File: src/rtl/rot_pkg.sv
// Shared types and constants for the rotate arbiter slice.
// Optional feature macro: ROT_LEFT_EN (adds per-requester rotate-left).
package rot_pkg;

    localparam int DATA_W  = 8;
    localparam int SHAMT_W = 3;

    typedef enum logic {
        EMPTY = 1'b0,
        FULL  = 1'b1
    } slot_e;

    typedef enum logic {
        SRC_A = 1'b0,
        SRC_B = 1'b1
    } src_e;

    // Left rotate by s equals right rotate by (DATA_W - s) mod DATA_W.
    function automatic logic [SHAMT_W-1:0] left_to_right(
        input logic [SHAMT_W-1:0] s
    );
        logic [SHAMT_W-1:0] zero;
        zero = '0;
        return zero - s;
    endfunction

endpackage

File: src/rtl/rot8_core.sv
// Combinational 8-bit rotate-right: out[i] = in[(i + shift) mod 8].
module rot8_core
    import rot_pkg::*;
(
    input  logic [DATA_W-1:0]  in_i,
    input  logic [SHAMT_W-1:0] shift_i,
    output logic [DATA_W-1:0]  out_o
);

    logic [2*DATA_W-1:0] dbl;

    assign dbl   = {in_i, in_i} >> shift_i;
    assign out_o = dbl[DATA_W-1:0];

endmodule

File: src/rtl/rot_arbiter.sv
// Two requesters share one rotator; round-robin grant into a 1-deep result slot.
// Optional macro ROT_LEFT_EN adds dir_a_i/dir_b_i (1 = rotate left).
module rot_arbiter #(
    parameter int DATA_W  = 8,
    parameter int SHAMT_W = 3
) (
    input  logic               clk_i,
    input  logic               rst_ni,
    input  logic               valid_a_i,
    input  logic [DATA_W-1:0]  in_a_i,
    input  logic [SHAMT_W-1:0] shift_a_i,
`ifdef ROT_LEFT_EN
    input  logic               dir_a_i,
`endif
    output logic               ready_a_o,
    input  logic               valid_b_i,
    input  logic [DATA_W-1:0]  in_b_i,
    input  logic [SHAMT_W-1:0] shift_b_i,
`ifdef ROT_LEFT_EN
    input  logic               dir_b_i,
`endif
    output logic               ready_b_o,
    output logic               out_valid_o,
    input  logic               out_ready_i,
    output logic [DATA_W-1:0]  out_o,
    output logic               out_src_o
);

    import rot_pkg::*;

    slot_e              state_q;
    src_e               src_q;
    src_e               last_q;
    logic [DATA_W-1:0]  out_q;

    logic               slot_free;
    logic               grant_a;
    logic               grant_b;
    logic               grant;
    src_e               src_d;
    logic [DATA_W-1:0]  mux_data;
    logic [SHAMT_W-1:0] mux_shamt;
    logic [SHAMT_W-1:0] core_shamt;
    logic [DATA_W-1:0]  out_d;

    // Reset gates the grant so no READY leaks out while rst_ni is low.
    assign slot_free = rst_ni && ((state_q == EMPTY) || out_ready_i);

    always_comb begin
        grant_a = 1'b0;
        grant_b = 1'b0;
        if (slot_free) begin
            unique case ({valid_a_i, valid_b_i})
                2'b10: grant_a = 1'b1;
                2'b01: grant_b = 1'b1;
                2'b11: begin
                    if (last_q == SRC_B) grant_a = 1'b1;
                    else                 grant_b = 1'b1;
                end
                default: ;
            endcase
        end
    end

    assign grant     = grant_a | grant_b;
    assign src_d     = grant_b ? SRC_B : SRC_A;
    assign ready_a_o = grant_a;
    assign ready_b_o = grant_b;

    always_comb begin
        mux_data  = in_a_i;
        mux_shamt = shift_a_i;
        unique case (1'b1)
            grant_b: begin
                mux_data  = in_b_i;
                mux_shamt = shift_b_i;
            end
            default: ;
        endcase
    end

`ifdef ROT_LEFT_EN
    logic mux_left;

    assign mux_left   = grant_b ? dir_b_i : dir_a_i;
    assign core_shamt = mux_left ? left_to_right(mux_shamt) : mux_shamt;
`else
    assign core_shamt = mux_shamt;
`endif

    rot8_core u_core (
        .in_i    (mux_data),
        .shift_i (core_shamt),
        .out_o   (out_d)
    );

    always_ff @(posedge clk_i or negedge rst_ni) begin
        if (!rst_ni) begin
            state_q <= EMPTY;
            out_q   <= '0;
            src_q   <= SRC_A;
            last_q  <= SRC_B;
        end else begin
            unique case (state_q)
                EMPTY: begin
                    if (grant) begin
                        state_q <= FULL;
                        out_q   <= out_d;
                        src_q   <= src_d;
                        last_q  <= src_d;
                    end
                end
                FULL: begin
                    if (grant) begin
                        out_q  <= out_d;
                        src_q  <= src_d;
                        last_q <= src_d;
                    end else if (out_ready_i) begin
                        state_q <= EMPTY;
                    end
                end
            endcase
        end
    end

    assign out_valid_o = (state_q == FULL);
    assign out_o       = out_q;
    assign out_src_o   = src_q;

endmodule

File: config.mk
export PLATFORM = sky130hd
export DESIGN_NAME = rot_arbiter
export DESIGN_NICKNAME = d
export VERILOG_FILES = /design/src/rtl/rot_pkg.sv /design/src/rtl/rot8_core.sv /design/src/rtl/rot_arbiter.sv
export SDC_FILE = /design/constraint.sdc
export NUM_CORES = 1
export LEC_CHECK = 0
export CAP_MARGIN = 20
export CORE_AREA = 2 2 49 51
export CTS_CLUSTER_DIAMETER = 30
export DETAILED_ROUTE_END_ITERATION = 12
export DIE_AREA = 0 0 51 53
export GPL_ROUTABILITY_DRIVEN = 0
export PLACE_DENSITY = 0.88
export SLEW_MARGIN = 5
export SYNTH_ARGS = -nofsm -noshare
export SYNTH_HDL_FRONTEND = slang
export SYNTH_SLANG_ARGS = --single-unit
export TNS_END_PERCENT = 30
File: constraint.sdc
create_clock -name clk_i -period 2.4 [get_ports clk_i]
set_clock_uncertainty 0.15 [all_clocks]
set_input_delay 0.48 -clock clk_i [delete_from_list [all_inputs] [get_ports clk_i]]
set_output_delay 0.48 -clock clk_i [all_outputs]
set_load 0.03 [all_outputs]
# Yosys cells after proc, flatten, opt, wreduce, memory -nomap -nowiden
# Cells that the tools add are included.
# Widths: inputs -> output; s select.
[totals]
in_bits = 27
out_inout_bits = 12
regBits = 11
wordCells = 27
[classes]
n_shift = 1
mux = 15
n_reduce_logical = 2
n_eq_ne = 3
n_bitwise = 2
[op_table]
columns = ["operator", "count"]
rows = [
  ["$mux 8", 2],
  ["$shr 16x3->8", 1],
  ["$mux 1", 9],
  ["$pmux 1 s2", 3],
  ["$eq 2x2->1 const B", 2],
  ["$mux 3", 1],
  ["$eq 2x1->1 const B", 1],
  ["$logic_and 1x1->1", 1],
  ["$logic_or 1x1->1", 1],
  ["$not 1->1", 1],
  ["$or 1x1->1", 1],
]

# Logic depth before layout (Yosys ltp)
# Gate-level depths: netlist of the first run.
[logic_depth]
ltp_word = 7
ltp_mapped = 5
depth_no_buf = 5

# By module
# From an unflattened synthesis of the first run, not the netlist that was laid out.
[hier_totals]
cells_unflattened = 61
hier_area_um2 = 918.4
[modules_own_cells]
columns = ["mod", "area_per_inst_um2", "cells_per_inst", "n_inst", "seq_area_each_um2"]
rows = [
  ["rot_arbiter", 591.8, 42, 1, 276.5],
  ["rot8_core", 326.6, 19, 1, 0.0],
]

# Worst setup path after synthesis of the first run
# No wires, ideal clock.
[synth_path]
path_kind = "register to register"
from = "register state_q, in the netlist out_valid_o"
to = "register out_q[0], in the netlist out_o[0]"
path_slack_ns = 0.680
arrival_time_ns = 1.414
setup_ns = 0.156
synth_period_minus_slack_ns = 1.720
stages_incl_launch_ff = 5
n_path_buf = 0
t_required_ns = 2.094
path_cell_list = "dfrtp_1 -> nand2b_4 -> nand4_2 -> o22ai_1 -> a221oi_1"
[synth_via]
elab_chain_len = 7
word_cells_on_any_way = 10
cone_classes = "shift: 1; mux: 5; bitwise: 2; reduce/logical: 2"
[synth_rtl]
columns = ["element", "line_no", "source"]
rows = [
  ["start: declaration", "rot_arbiter.sv:31", "slot_e state_q;"],
  ["start signal: assignment", "rot_arbiter.sv:99", "state_q <= EMPTY;"],
  ["start signal: assignment", "rot_arbiter.sv:107", "state_q <= FULL;"],
  ["start signal: assignment", "rot_arbiter.sv:119", "state_q <= EMPTY;"],
  ["$not 1->1 *", "n/a", ""],
  ["$logic_or 1x1->1 *", "rot_arbiter.sv:47", "assign slot_free = rst_ni && ((state_q == EMPTY) || out_ready_i);"],
  ["$logic_and 1x1->1 *", "rot_arbiter.sv:47", ""],
  ["$mux 1", "rot_arbiter.sv:52", "if (slot_free) begin"],
  ["$mux 8 or $mux 3 (tied branches)", "rot_arbiter.sv:73", "unique case (1'b1)"],
  ["$shr 16x3->8", "rot8_core.sv:12", "assign dbl = {in_i, in_i} >> shift_i;"],
  ["$mux 8", "rot_arbiter.sv:106, rot_arbiter.sv:114", ""],
  ["end signal: assignment", "rot_arbiter.sv:108", "out_q <= out_d;"],
  ["end signal: assignment", "rot_arbiter.sv:115", "out_q <= out_d;"],
  ["end: declaration", "rot_arbiter.sv:34", "logic [DATA_W-1:0] out_q;"],
]
# Mark *: on every way between the ends. The rest lies on a longest branch, timed or not. The select of a mux whose other input is x is not followed.
# A chain may end at the register's enable or synchronous reset.

# Final worst setup path of the first run
[layout_path]
from = "input port rst_ni"
to = "output port ready_b_o"
[layout_via]
elab_chain_len = 2
[layout_rtl]
columns = ["element", "line_no", "source"]
rows = [
  ["start: declaration", "rot_arbiter.sv:8", "input logic rst_ni,"],
  ["$logic_and 1x1->1", "rot_arbiter.sv:47", ""],
  ["$mux 1", "rot_arbiter.sv:52", ""],
  ["end: declaration", "rot_arbiter.sv:22", "output logic ready_b_o,"],
]
# No other way between the ends.

==> metrics.txt, run 1 <==
clock power share 0.138; post-synthesis cell type count 19; DRT antenna net count 0; status finished clean; Max clock buf depth 2; Synth warnings 0; Clock Pin Slew Worst Setup and Hold Paths approximately 0.060 ns; clk root buf clkbuf_4; Mapped Area roughly 940 sq um; initial antenna violation count 0; Area Growth Syn to Fin 49.40%; worst setup path category in -> out; Mapped Nets 105; CP Max Fanout 10; GR Util met3 0.02542; Synth area leaders dfrtp_1 (26%), mux2i_1 (25%), mux4_2 (19%), a221oi_1 (7.4%), nor2_1 (3.2%); post-DR wirelength/cell roughly 15 um; ANT cells 0; max-slew violations 0; CTS Sinks 11; synth cell count leaders mux2i_1 (24), dfrtp_1 (10), a221oi_1 (8), mux4_2 (8), nor2_1 (8); grt met2 use 0.3615; Die Height ~53 um; top-area cell type share of the netlist area 0.2649; total power around 0.87 mW; combinational share of power 0.537; global route overflow 0; Max Cap Violations 0; CTS Hold Bufs 0; core area 2148 sq um; startpoint types primary input; area of the multi-input gates between 600 and 700 sq um; nets@finish 148; H-tree levels 1; r2r worst-path depth 3; Final Cycle Share 0.9503; Port Buf Inserts 38; M1 GR Usage 0.2104; Pint 0.5319 mW; RSZ-0062 raised after global routing false; Critical Path AT 1.65 ns; Non-Filler Instances 148; Fin Hold WS roughly 0.32 ns; Final TNS setup 0 ns; Die Span X 51 um; leak pwr slightly below 0.6 nW; FF+latch count, synth 11; Final Setup Violations 0; DRT Wirelength between 2 and 2.5 mm; CP required about 1.8 ns; HP Class in -> async; fillcell total between 150 and 200; row cnt 17; CTS tree done; Slew @ Worst Pin between 0.6 and 0.7 ns; worst relative slew slack 0.5448; P_sw 0.3414 mW; worst-skew pair later-pin latency ~0.26 ns; vias approximately 850; FFs w/ async S/R, synth 1.000; Final Hold Viols 0; Tmin final 2.281 ns; Global Route Usage Sum 0.1877; syn_area_per_cell 12.11 sq um; dpl hpwl 1.973 mm; Worst VDD drop 0.3817 mV; DRT Pass-1 Iters 3; area leader, netlist dfrtp_1; DRC 0; CTS Buf Count 3; fmax 438.5 MHz; Top Ports 39; EDFF count, synth 0; Top FF cell, synth dfrtp_1; endpoint class of the critical path output port; fraction of layout instances using a drive strength above 1 0.2083; switching share of total power 0.3909; Die ar. 2703 sq um; first-pass GRT wire length between 3 and 4 mm; flip-flop and latch area 276.5 sq um; post-synthesis sequential area ratio 0.2927; Synth Instances 78; largest net degree at the start of global routing 11; drt via density 5.770; number of global-route vias before repair between 800 and 900; busiest layer in global routing met2; pwr/cell area 618.8 nW/um^2; post-placement cell count 144; starting density of the core 0.4397; initial DRC count 7; sequential power share 0.326; most frequent cell after synthesis mux2i_1
==> placed cells by master (no fill, tap or decap), types with 2 or more instances in the layout <==
master and instances:
clkdlybuf4s50_1 36, mux2i_1 24, dfrtp_1 10, mux4_2 8, nor2_1 8, a221oi_1 8
nand2_1 5, buf_4 5, clkbuf_4 3, inv_2 2
==> layout make-up <==
class / instances / share of cell area
multi-input cells: 60 / 0.4530
inverters: 3 / 0.01152
clock buffers: 4 / 0.01862
flip-flops and latches: 11 / 0.1959
well taps: 28 / 0.02482
repair buffers: 42 / 0.2961
==> logic make-up after synthesis <==
logic type,share of synthesized area
DFF,0.2927
and+or+nand+nor,0.08476
muxes,0.4450
AOI/OAI and AO/OA,0.1378
buffers and inverters,0.03974
==> sequential cells by signal, indices dropped and copies added (netlist names) <==
| name | cells |
|---|---|
| out_o | 8 |
| last_q | 1 |
| out_src_o | 1 |
| out_valid_o | 1 |
==> power groups by stage <==
stage,registers (mW),logic [mW],clock network (mW)
finish,0.285,0.469,0.120
global route,0.291,0.501,0.134
CTS,0.286,0.469,0.123
detailed placement,0.287,0.469,0
global placement,0.285,0.457,0
floorplan,0.383,0.167,0
==> routing by layer <==
metal / up-vias / wire, um
met5: - / 0
met2: 28 / 1262
met1: 419 / 868
met4: 0 / 31
li1: 403 / -
met3: 4 / 97
==> worst paths after layout <==
| path | slack (ns) | endpoint | from |
|---|---|---|---|
| worst max-delay path | 0.12 | ready_b_o | rst_ni |
| worst min-delay path | 0.32 | out_src_o | rst_ni |
| worst max register to register | 0.56 | out_o[3] | last_q |
| worst min register to register | 0.34 | last_q | last_q |
| max in group asynchronous | 1.35 | out_valid_o | rst_ni |
| min in group clk_i | 0.34 | last_q | last_q |
==> per-stage QoR <==
step                      utilization  worst slack [ns]  instance area [sq um]
final                          0.6570            0.1193                   1411
after global routing           0.6570           0.01184                   1411
after floorplan                     -            0.6799                  944.7
after global placement         0.6407           0.03518                   1376
after detailed placement       0.6407          -0.06724                   1376
after CTS                      0.6529           0.05571                   1403
==> worst max-delay path: stages <==
cell	delay [ns]
clkdlybuf4s50_1	0.64
nand4_4	0.19
inv_6	0.16
buf_4	0.18
==> repair_timing <==
item,4_1_cts,5_1_grt
gates resized for setup,0,1
setup buffers,0,0
endpoints found under the setup margin,0,1
No activity file was read; power rests on OpenSTA's default activity.
==> inputs of run 2 (changes only) <==
--- a/constraint.sdc
+++ b/constraint.sdc
@@ -4,2 +4,2 @@
 set_output_delay 0.48 -clock clk_i [all_outputs]
-set_load 0.03 [all_outputs]
+set_load 0.02 [all_outputs]
==> run 2 against run 1 <==
- clock power is 4% higher
- worst setup slack lost 0.034 ns
- first-iteration DRC count up 29%
- die area stayed put
- total power down 3.6%
- register-to-register slack worse by 0.04 ns
- highest routed layer unchanged
- final cell count grew 3.4%
- wire length grew 2.8%
- critical path depth is the same
- final area grew 2.2%
- sequential power hardly changed
- via count grew 3.9%
==> metrics.txt, run 2 (same netlist as run 1, synthesis figures left out) <==
dpl hpwl 2.006 mm (+1.7%); Final TNS setup 0 ns (unchanged); Hold Path Stages 2; Worst VDD drop 0.3628 mV (-4.9%); post-DR wirelength/cell 15.19 um (-0.53%); commonest non-fill, non-tap cell in the layout clkdlybuf4s50_1; max-slew violations 0 (unchanged); Max clock buf depth 2 (unchanged); Critical Path AT 1.69 ns (+0.04 ns); leak pwr 0.6054 nW (+4.7%); total power 0.8422 mW (-3.6%); startpoint types primary input; clock power share 0.148 (+0.010); first-pass GRT wire length 3.719 mm (-2.2%); Die Height 53 um (unchanged); ANT cells 0 (unchanged); sequential power share 0.337 (+0.011); HP Class reg -> reg; Die ar. 2703 sq um (unchanged); DRT antenna net count 0 (unchanged); row cnt 17 (unchanged); Clock Pin Slew Worst Setup and Hold Paths 0.06 ns (about the same); fillcell total 163 (+3.8%); Area Growth Syn to Fin 52.71%; initial antenna violation count 0 (unchanged); CTS Sinks 11 (unchanged); H-tree levels 1 (unchanged); worst setup path category in -> out; DRT Wirelength 2.324 mm (+2.8%); starting density of the core 0.4397 (unchanged); switching share of total power 0.3589 (-0.03209); total setup buffers inserted after CTS 0 (unchanged); nets@finish 153 (+3.4%); Final Hold Viols 0 (unchanged); Final Setup Violations 0 (unchanged); RSZ-0062 raised after global routing false; max reg flops 8 (unchanged); DRT Pass-1 Iters 4 (+1); number of global-route vias before repair 831 (-2.8%); Global Route Usage Sum 0.1889 (+0.001222); Tmin final 2.315 ns (+0.03449 ns); Fin Hold WS 0.3502 ns (+0.03140 ns); DRC 0 (unchanged); initial DRC count 9 (+2); status finished clean; fmax 431.9 MHz (-1.5%); commonest non-fill, non-tap cells in the layout clkdlybuf4s50_1 (36), mux2i_1 (24), dfrtp_1 (10); clk root buf clkbuf_4; r2r worst-path depth 4 (+1); Slew @ Worst Pin 0.6233 ns (-0.05958 ns); Port Buf Inserts 38 (unchanged); core area 2148 sq um (unchanged); endpoint class of the critical path output port; worst-skew pair later-pin latency 0.27 ns (about the same); drt via density 5.797 (+0.47%); Top Ports 39 (unchanged); Die Span X 51 um (unchanged); worst relative slew slack 0.5845 (+0.03972); fraction of layout instances using a drive strength above 1 0.2240 (+0.01567); combinational share of power 0.516 (-0.021); Pint 0.5400 mW (+1.5%); Max Cap Violations 0 (unchanged); pwr/cell area 583.8 nW/um^2 (-5.7%); Final Cycle Share 0.9647 (+0.01437); CP required 1.77 ns (about the same); vias 887 (+3.9%); CTS Buf Count 3 (unchanged); CTS tree done; CP Max Fanout 4 (-6); P_sw 0.3022 mW (-11%); largest net degree at the start of global routing 10 (-1); global route overflow 0 (unchanged)
run 2: changes by cell type in the layout (fill, tap and decap cells not counted):
| cell | before | now |
|---|---|---|
| buf_4 | 5 | 8 |
| dlygate4sd2_1 | 0 | 2 |
| nand4_2 | 0 | 1 |
| nand4_4 | 1 | 0 |
run 2: power by group through the flow:
| stage | clock (mW) | combinational [mW] | sequential [mW] |
|---|---|---|---|
| after detailed placement | 0 | 0.438 | 0.287 |
| after floorplan | 0 | 0.165 | 0.344 |
| after CTS | 0.126 | 0.438 | 0.284 |
| final | 0.125 | 0.434 | 0.283 |
| after global routing | 0.143 | 0.465 | 0.289 |
| after global placement | 0 | 0.427 | 0.285 |
run 2: timing repair:
item,4_1_cts,5_1_grt
resized for setup,2,0
hold buffers,0,0
setup endpoints to repair,2,0
hold endpoints to repair,0,0
run 2: final timing paths:
check | from | to | slack (ns)
min in group asynchronous | rst_ni | out_src_o | 0.51
worst max-delay path | rst_ni | ready_b_o | 0.08
worst max register to register | last_q | out_o[1] | 0.52
worst min-delay path | last_q | last_q | 0.35
worst min register to register | last_q | last_q | 0.35
max in group asynchronous | rst_ni | last_q | 1.40
run 2: cell type report:
class / count / area [sq um] / area share
multi-input combinational: 60 / 630.6 / 0.4371
inverter: 3 / 16.27 / 0.01127
clock buffer: 4 / 26.28 / 0.01821
tap: 28 / 35.03 / 0.02428
timing repair buffer: 47 / 457.9 / 0.3174
sequential: 11 / 276.5 / 0.1917
run 2: metrics by stage:
step                      cell area, sq um  setup slack, ns  utilization  cells
final                                 1443          0.08479       0.6715    153
after detailed placement              1419          -0.1799       0.6605    149
after floorplan                      944.7           0.6899            -     78
after global routing                  1443          0.02277       0.6715    153
after global placement                1419          -0.1408       0.6605    149
after CTS                             1443          0.07689       0.6715    153
run 2: worst max-delay path, stage by stage:
cell and delay [ns]:
clkdlybuf4s50_1 0.59, nand4_2 0.20, inv_6 0.08, dlygate4sd2_1 0.32
run 2: per-layer routing:
metal	vias to the layer above	part of all wire	GRT usage
met5	-	0	0
met4	0	0.011	0.05405
li1	413	-	-
met1	432	0.37	0.2050
met2	38	0.57	0.3680
met3	4	0.053	0.03672
==> edit 1, RTL diff (config.mk and constraints of run 2) <==
`DATA_W` is set to 8 in 2 places; all go to 10.
--- a/src/rtl/rot_pkg.sv
+++ b/src/rtl/rot_pkg.sv
@@ -2,7 +2,7 @@
 // Optional feature macro: ROT_LEFT_EN (adds per-requester rotate-left).
 package rot_pkg;
 
-    localparam int DATA_W  = 8;
+    localparam int DATA_W  = 10;
     localparam int SHAMT_W = 3;
 
     typedef enum logic {
--- a/src/rtl/rot_arbiter.sv
+++ b/src/rtl/rot_arbiter.sv
@@ -1,7 +1,7 @@
 // Two requesters share one rotator; round-robin grant into a 1-deep result slot.
 // Optional macro ROT_LEFT_EN adds dir_a_i/dir_b_i (1 = rotate left).
 module rot_arbiter #(
-    parameter int DATA_W  = 8,
+    parameter int DATA_W  = 10,
     parameter int SHAMT_W = 3
 ) (
     input  logic               clk_i,
Interface: changed (resized in_a_i, in_b_i and out_o); port bits go from 39 to 45. The function was not compared with the original's and may differ.
==> edit 1 against run 2 <==
  * Area after synthesis grew 23%
  * First-iteration DRC count grew 67%
  * Cell area grew 17%
  * Die area is the same
  * Setup slack gained 28 ps
  * Sequential power grew 17%
  * Global-route usage grew 2.5 points
  * Sequential cell count grew 2
  * Sequential share of layout area grew 0.24 points
  * Count of clock-buffer cells in the layout is the same
  * Final cell count grew 13%
  * Wire length grew 16%
  * Total power grew 16%
  * Highest routed layer unchanged
==> edit 1: results (changes against run 2) <==
Nets -> 177 (was 153)
register area share after synthesis -> 28.03% (was 29.27%)
via count -> 1,020 (was 887)
Synth Flop Type -> dfrtp_1 (unchanged)
syn nets -> 126 (was 105)
PortBufs -> 44 (was 38)
status -> completed (unchanged)
drt drc -> 0 (unchanged)
wire length of the first global-routing pass -> 4.222 mm (was 3.719 mm)
worst setup path start -> valid_a_i (was rst_ni)
number of global-route vias before repair -> 990 (was 831)
flop2flop setup slack -> 370 ps (was 520 ps)
H-tree depth -> 1 (unchanged)
worst reg2reg path depth -> 6 (was 4)
total power -> 979.4 µW (was 842.2 µW)
Critical Path End -> ready_b_o (unchanged)
CTS clk-pin slew, worst paths -> 70 ps
Worst-Skew Late Latency -> 280 ps
CTS buffer count -> 3 (unchanged)
Critical Path Fanout Max -> 3 (was 4)
Final WS setup -> 112.5 ps (was 84.79 ps)
Distinct cells, synth -> 23 (was 19)
Placed Area -> 1660 µm² (was 1419 µm²)
Synth Warn # -> 0 (unchanged)
Min-Delay Path Class -> input port to asynchronous set/reset pin (was register to register)
Synth top cells by count -> 30 x mux2i_1, 12 x dfrtp_1, 10 x mux4_2, 10 x nor2_1, 9 x a221oi_1 (was 24 x mux2i_1, 10 x dfrtp_1, 8 x a221oi_1, 8 x mux4_2, 8 x nor2_1)
synth top area cells -> dfrtp_1 26%, mux2i_1 26%, mux4_2 19% (was dfrtp_1 26%, mux2i_1 25%, mux4_2 19%)
layout cells sized above 1 -> 21.38% (was 22.40%)
DR WL/cell -> 15.55 µm (was 15.19 µm)
Lkg Pwr -> 0.0007003 µW (was 0.0006054 µW)
Synth async-reset ratio -> 100.0% (unchanged)
CTS Root Cell -> clkbuf_4 (unchanged)
fill cell total of the finished layout -> 148 (was 163)
max incr delay on CP -> 480 ps (was 590 ps)
# diodes -> 0 (unchanged)
Initial DRT Pass Iterations -> 4 (unchanged)
worst slack at placement -> -180.0 ps (was -179.9 ps)
crit path DAT -> 1660 ps (was 1690 ps)
clk buf depth -> 2 (unchanged)
Post CTS Setup Buffer Count -> 0 (unchanged)
slowest CP cell -> clkdlybuf4s50_1 (unchanged)
switching share of power -> 36.42% (was 35.89%)
initial DRC count -> 15 (was 9)
Top delay family on crit path -> buffers and inverters (unchanged)
largest net degree at the start of global routing -> 13 (was 10)
Crit. End Element -> primary output (unchanged)
max reg flops -> 10 (was 8)
worst vdd ir -> 602.3 µV (was 362.8 µV)
Reg-to-Reg Start -> last_q$_DFFE_PN1P_ (unchanged)
worst-margin pin slew -> 452.3 ps (was 623.3 ps)
total track usage -> 21.42% (was 18.89%)
reg2reg end -> out_o[1]$_DFFE_PN0P_ (unchanged)
initial antenna violation count -> 0 (unchanged)
==> edit 1: cell types whose count changed after synthesis, sizes merged <==
cell	run 2	this run
mux4	8	10
mux2i	24	30
buf	4	6
a221oi	8	10
dfrtp	10	12
nor2	8	10
clkbuf	0	1
==> edit 1: power by group through the flow <==
| stage | clock [µW] | sequential, µW | combinational [µW] |
|---|---|---|---|
| 2_1_floorplan | 0 | 407 | 210 |
| 3_3_place_gp | 0 | 332 | 508 |
| 3_5_place_dp | 0 | 334 | 520 |
| 4_1_cts | 135 | 329 | 519 |
| 5_1_grt | 151 | 336 | 549 |
| 6_report | 133 | 330 | 516 |
==> edit 1: worst min path at each step <==
stage                                  endpoint  slack [ps]  depth (start not counted)
final                     out_valid_o$_DFF_PN0_         230                          2
after global routing      out_valid_o$_DFF_PN0_         240                          2
after CTS                 out_valid_o$_DFF_PN0_         230                          2
after detailed placement     last_q$_DFFE_PN1P_         330                          2
after global placement    out_src_o$_DFFE_PN0P_         310                          2
after floorplan            out_o[0]$_DFFE_PN0P_          30                          0
==> edit 1: per-stage QoR <==
step	std cells	hold slack (ps)
finish	173	231.0
global route	173	236.6
CTS	173	230.6
detailed placement	169	330.8
global placement	169	308.8
floorplan	95	34.41
==> edit 1: logic make-up (layout without fill, tap and decap cells) <==
kind of cell / Yosys count / count (layout) / share of synthesized area, %
AOI/OAI and AO/OA: 14 / 14 / 13.00
buffers and inverters: 10 / 60 / 6.336
DFF: 13 / 13 / 28.03
muxes: 40 / 40 / 45.11
and+or+nand+nor: 18 / 18 / 7.518
==> edit 1: layout make-up <==
class | instances | area, µm² | share of cell area (%)
clock buffer | 4 | 26.28 | 1.561
inverter | 3 | 13.76 | 0.8178
multi-input combinational | 72 | 764.5 | 45.43
sequential | 13 | 326.6 | 19.41
tap | 28 | 35.03 | 2.082
timing repair buffer | 53 | 516.7 | 30.71
==> edit 1: repair_timing <==
action                                  CTS  global route
hold buffers                              0             0
endpoints found under the setup margin    2             0
gates resized for setup                   3             0
==> edit 1: routing by layer <==
metal / vias up / track usage, % / share of wire, %
met4: 0 / 9.009 / 2.4
met2: 42 / 39.83 / 54
li1: 482 / - / -
met1: 488 / 24.77 / 38
met3: 8 / 2.542 / 4.7
met5: - / 0 / 0
==> edit 2, RTL diff (flow settings as in run 2) <==
Without the edit above. Reset style: synchronous (`rst_ni`), changed in one clocked block.
--- a/src/rtl/rot_arbiter.sv
+++ b/src/rtl/rot_arbiter.sv
@@ -94,7 +94,7 @@
         .out_o   (out_d)
     );
 
-    always_ff @(posedge clk_i or negedge rst_ni) begin
+    always_ff @(posedge clk_i) begin
         if (!rst_ni) begin
             state_q <= EMPTY;
             out_q   <= '0;
Function: differs if rst_ni is asserted again (counterexample within 4 cycles, from zero or initial values and one cycle with rst_ni low); with rst_ni held inactive, the same outputs for 10 cycles.
==> edit 2 against run 2 <==
  * Wire length is 6.9% higher
  * Cell area is 2.8% lower
  * Setup slack better by 30 ps
  * Sequential cell count stayed put
  * Total power is 28% lower
  * Critical path depth is 1 higher
  * Area after synthesis is 2.3% lower
  * Final cell count is 2.0% higher
  * Hold slack worse by 38 ps
  * Critical path type unchanged
==> edit 2: results (changes against run 2) <==
status -> completed (unchanged)
Synth top cells by count -> 24 x mux2i_1, 11 x dfxtp_1, 9 x nand3_1 (was 24 x mux2i_1, 10 x dfrtp_1, 8 x a221oi_1, 8 x mux4_2, 8 x nor2_1)
Synth Flop Type -> dfxtp_1 (was dfrtp_1)
Reg-to-Reg Start -> out_valid_o$_SDFF_PN0_ (was last_q$_DFFE_PN1P_)
max reg flops -> 8 (unchanged)
Distinct cells, synth -> 20 (was 19)
flops & latches, synth -> 11 (unchanged)
worst vdd ir -> 374.3 µV (was 362.8 µV)
routed wl met2 -> 1.297 mm (was 1.320 mm)
initial DRC count -> 15 (was 9)
max incr delay on CP -> 450 ps (was 590 ps)
number of global-route vias before repair -> 919 (was 831)
GR Util met3 -> 3.955% (was 3.672%)
routed vias/inst -> 5.724 (was 5.797)
reg2reg end -> out_o[3]$_SDFFE_PN0P_ (was out_o[1]$_DFFE_PN0P_)
worst-margin pin slew -> 478.4 ps (was 623.3 ps)
Critical Path Fanout Max -> 3 (was 4)
internal cell power -> 410.9 µW (was 540.0 µW)
M1 WL -> 977 µm (was 854 µm)
dpl hpwl -> 2.007 mm (was 2.006 mm)
routed wire length -> 2.484 mm (was 2.324 mm)
worst setup path start -> out_ready_i (was rst_ni)
Synth async-reset ratio -> 0% (was 100.0%)
layout cells sized above 1 -> 13.28% (was 22.40%)
Nets -> 156 (was 153)
synth top area cells -> mux2i_1 26%, dfxtp_1 24%, mux4_1 23% (was dfrtp_1 26%, mux2i_1 25%, mux4_2 19%)
flop2flop setup slack -> 700 ps (was 520 ps)
worst hold endpoint -> out_src_o$_SDFFE_PN0P_ (was last_q$_DFFE_PN1P_)
grt met1 use -> 20.04% (was 20.50%)
worst reg2reg path depth -> 6 (was 4)
worst hold start -> out_src_o$_SDFFE_PN0P_ (was last_q$_DFFE_PN1P_)
total track usage -> 19.65% (was 18.89%)
==> edit 2: cell types whose count changed after synthesis, moves of 2 or more <==
| cell | change |
|---|---|
| a221oi_1 | -8 |
| buf_6 | +2 |
| dfrtp_1 | -10 |
| dfxtp_1 | +11 |
| inv_1 | +2 |
| inv_2 | -2 |
| mux4_1 | +8 |
| mux4_2 | -8 |
| nand2b_1 | +2 |
| nand3_1 | +8 |
| nor2_1 | -7 |
| o221ai_1 | +8 |
==> edit 2: stage by stage <==
stage	setup TNS, ps	setup slack, ps	cells	area [µm²]
2_1_floorplan	0	699.8	81	923.4
3_3_place_gp	-283.3	-109.2	152	1379
3_5_place_dp	-756.2	-136.8	152	1379
4_1_cts	0	118.6	156	1403
5_1_grt	0	43.71	156	1403
6_report	0	115.1	156	1403
==> edit 2: cells by family (layout without fill, tap and decap cells) <==
kind of cell / after synthesis / after routing / synth area share, %
AOI/OAI and AO/OA: 12 / 12 / 11.79
buffers and inverters: 8 / 55 / 5.284
DFF: 11 / 11 / 23.85
muxes: 32 / 32 / 48.78
and+or+nand+nor: 18 / 18 / 10.30
==> edit 2: power by group through the flow <==
| stage | logic (µW) | registers [µW] | clock network, µW |
|---|---|---|---|
| 2_1_floorplan | 109 | 246 | 0 |
| 3_3_place_gp | 250 | 220 | 0 |
| 3_5_place_dp | 259 | 222 | 0 |
| 4_1_cts | 259 | 217 | 128 |
| 5_1_grt | 277 | 220 | 138 |
| 6_report | 259 | 218 | 128 |
==> edit 2: cell type report <==
cell class                      count  share of cell area, %
Sequential cell                    11                  15.70
Clock buffer                        4                  1.873
Multi-Input combinational cell     62                  46.65
Inverter                            3                 0.9813
Timing Repair Buffer               48                  32.29
Tap cell                           28                  2.498
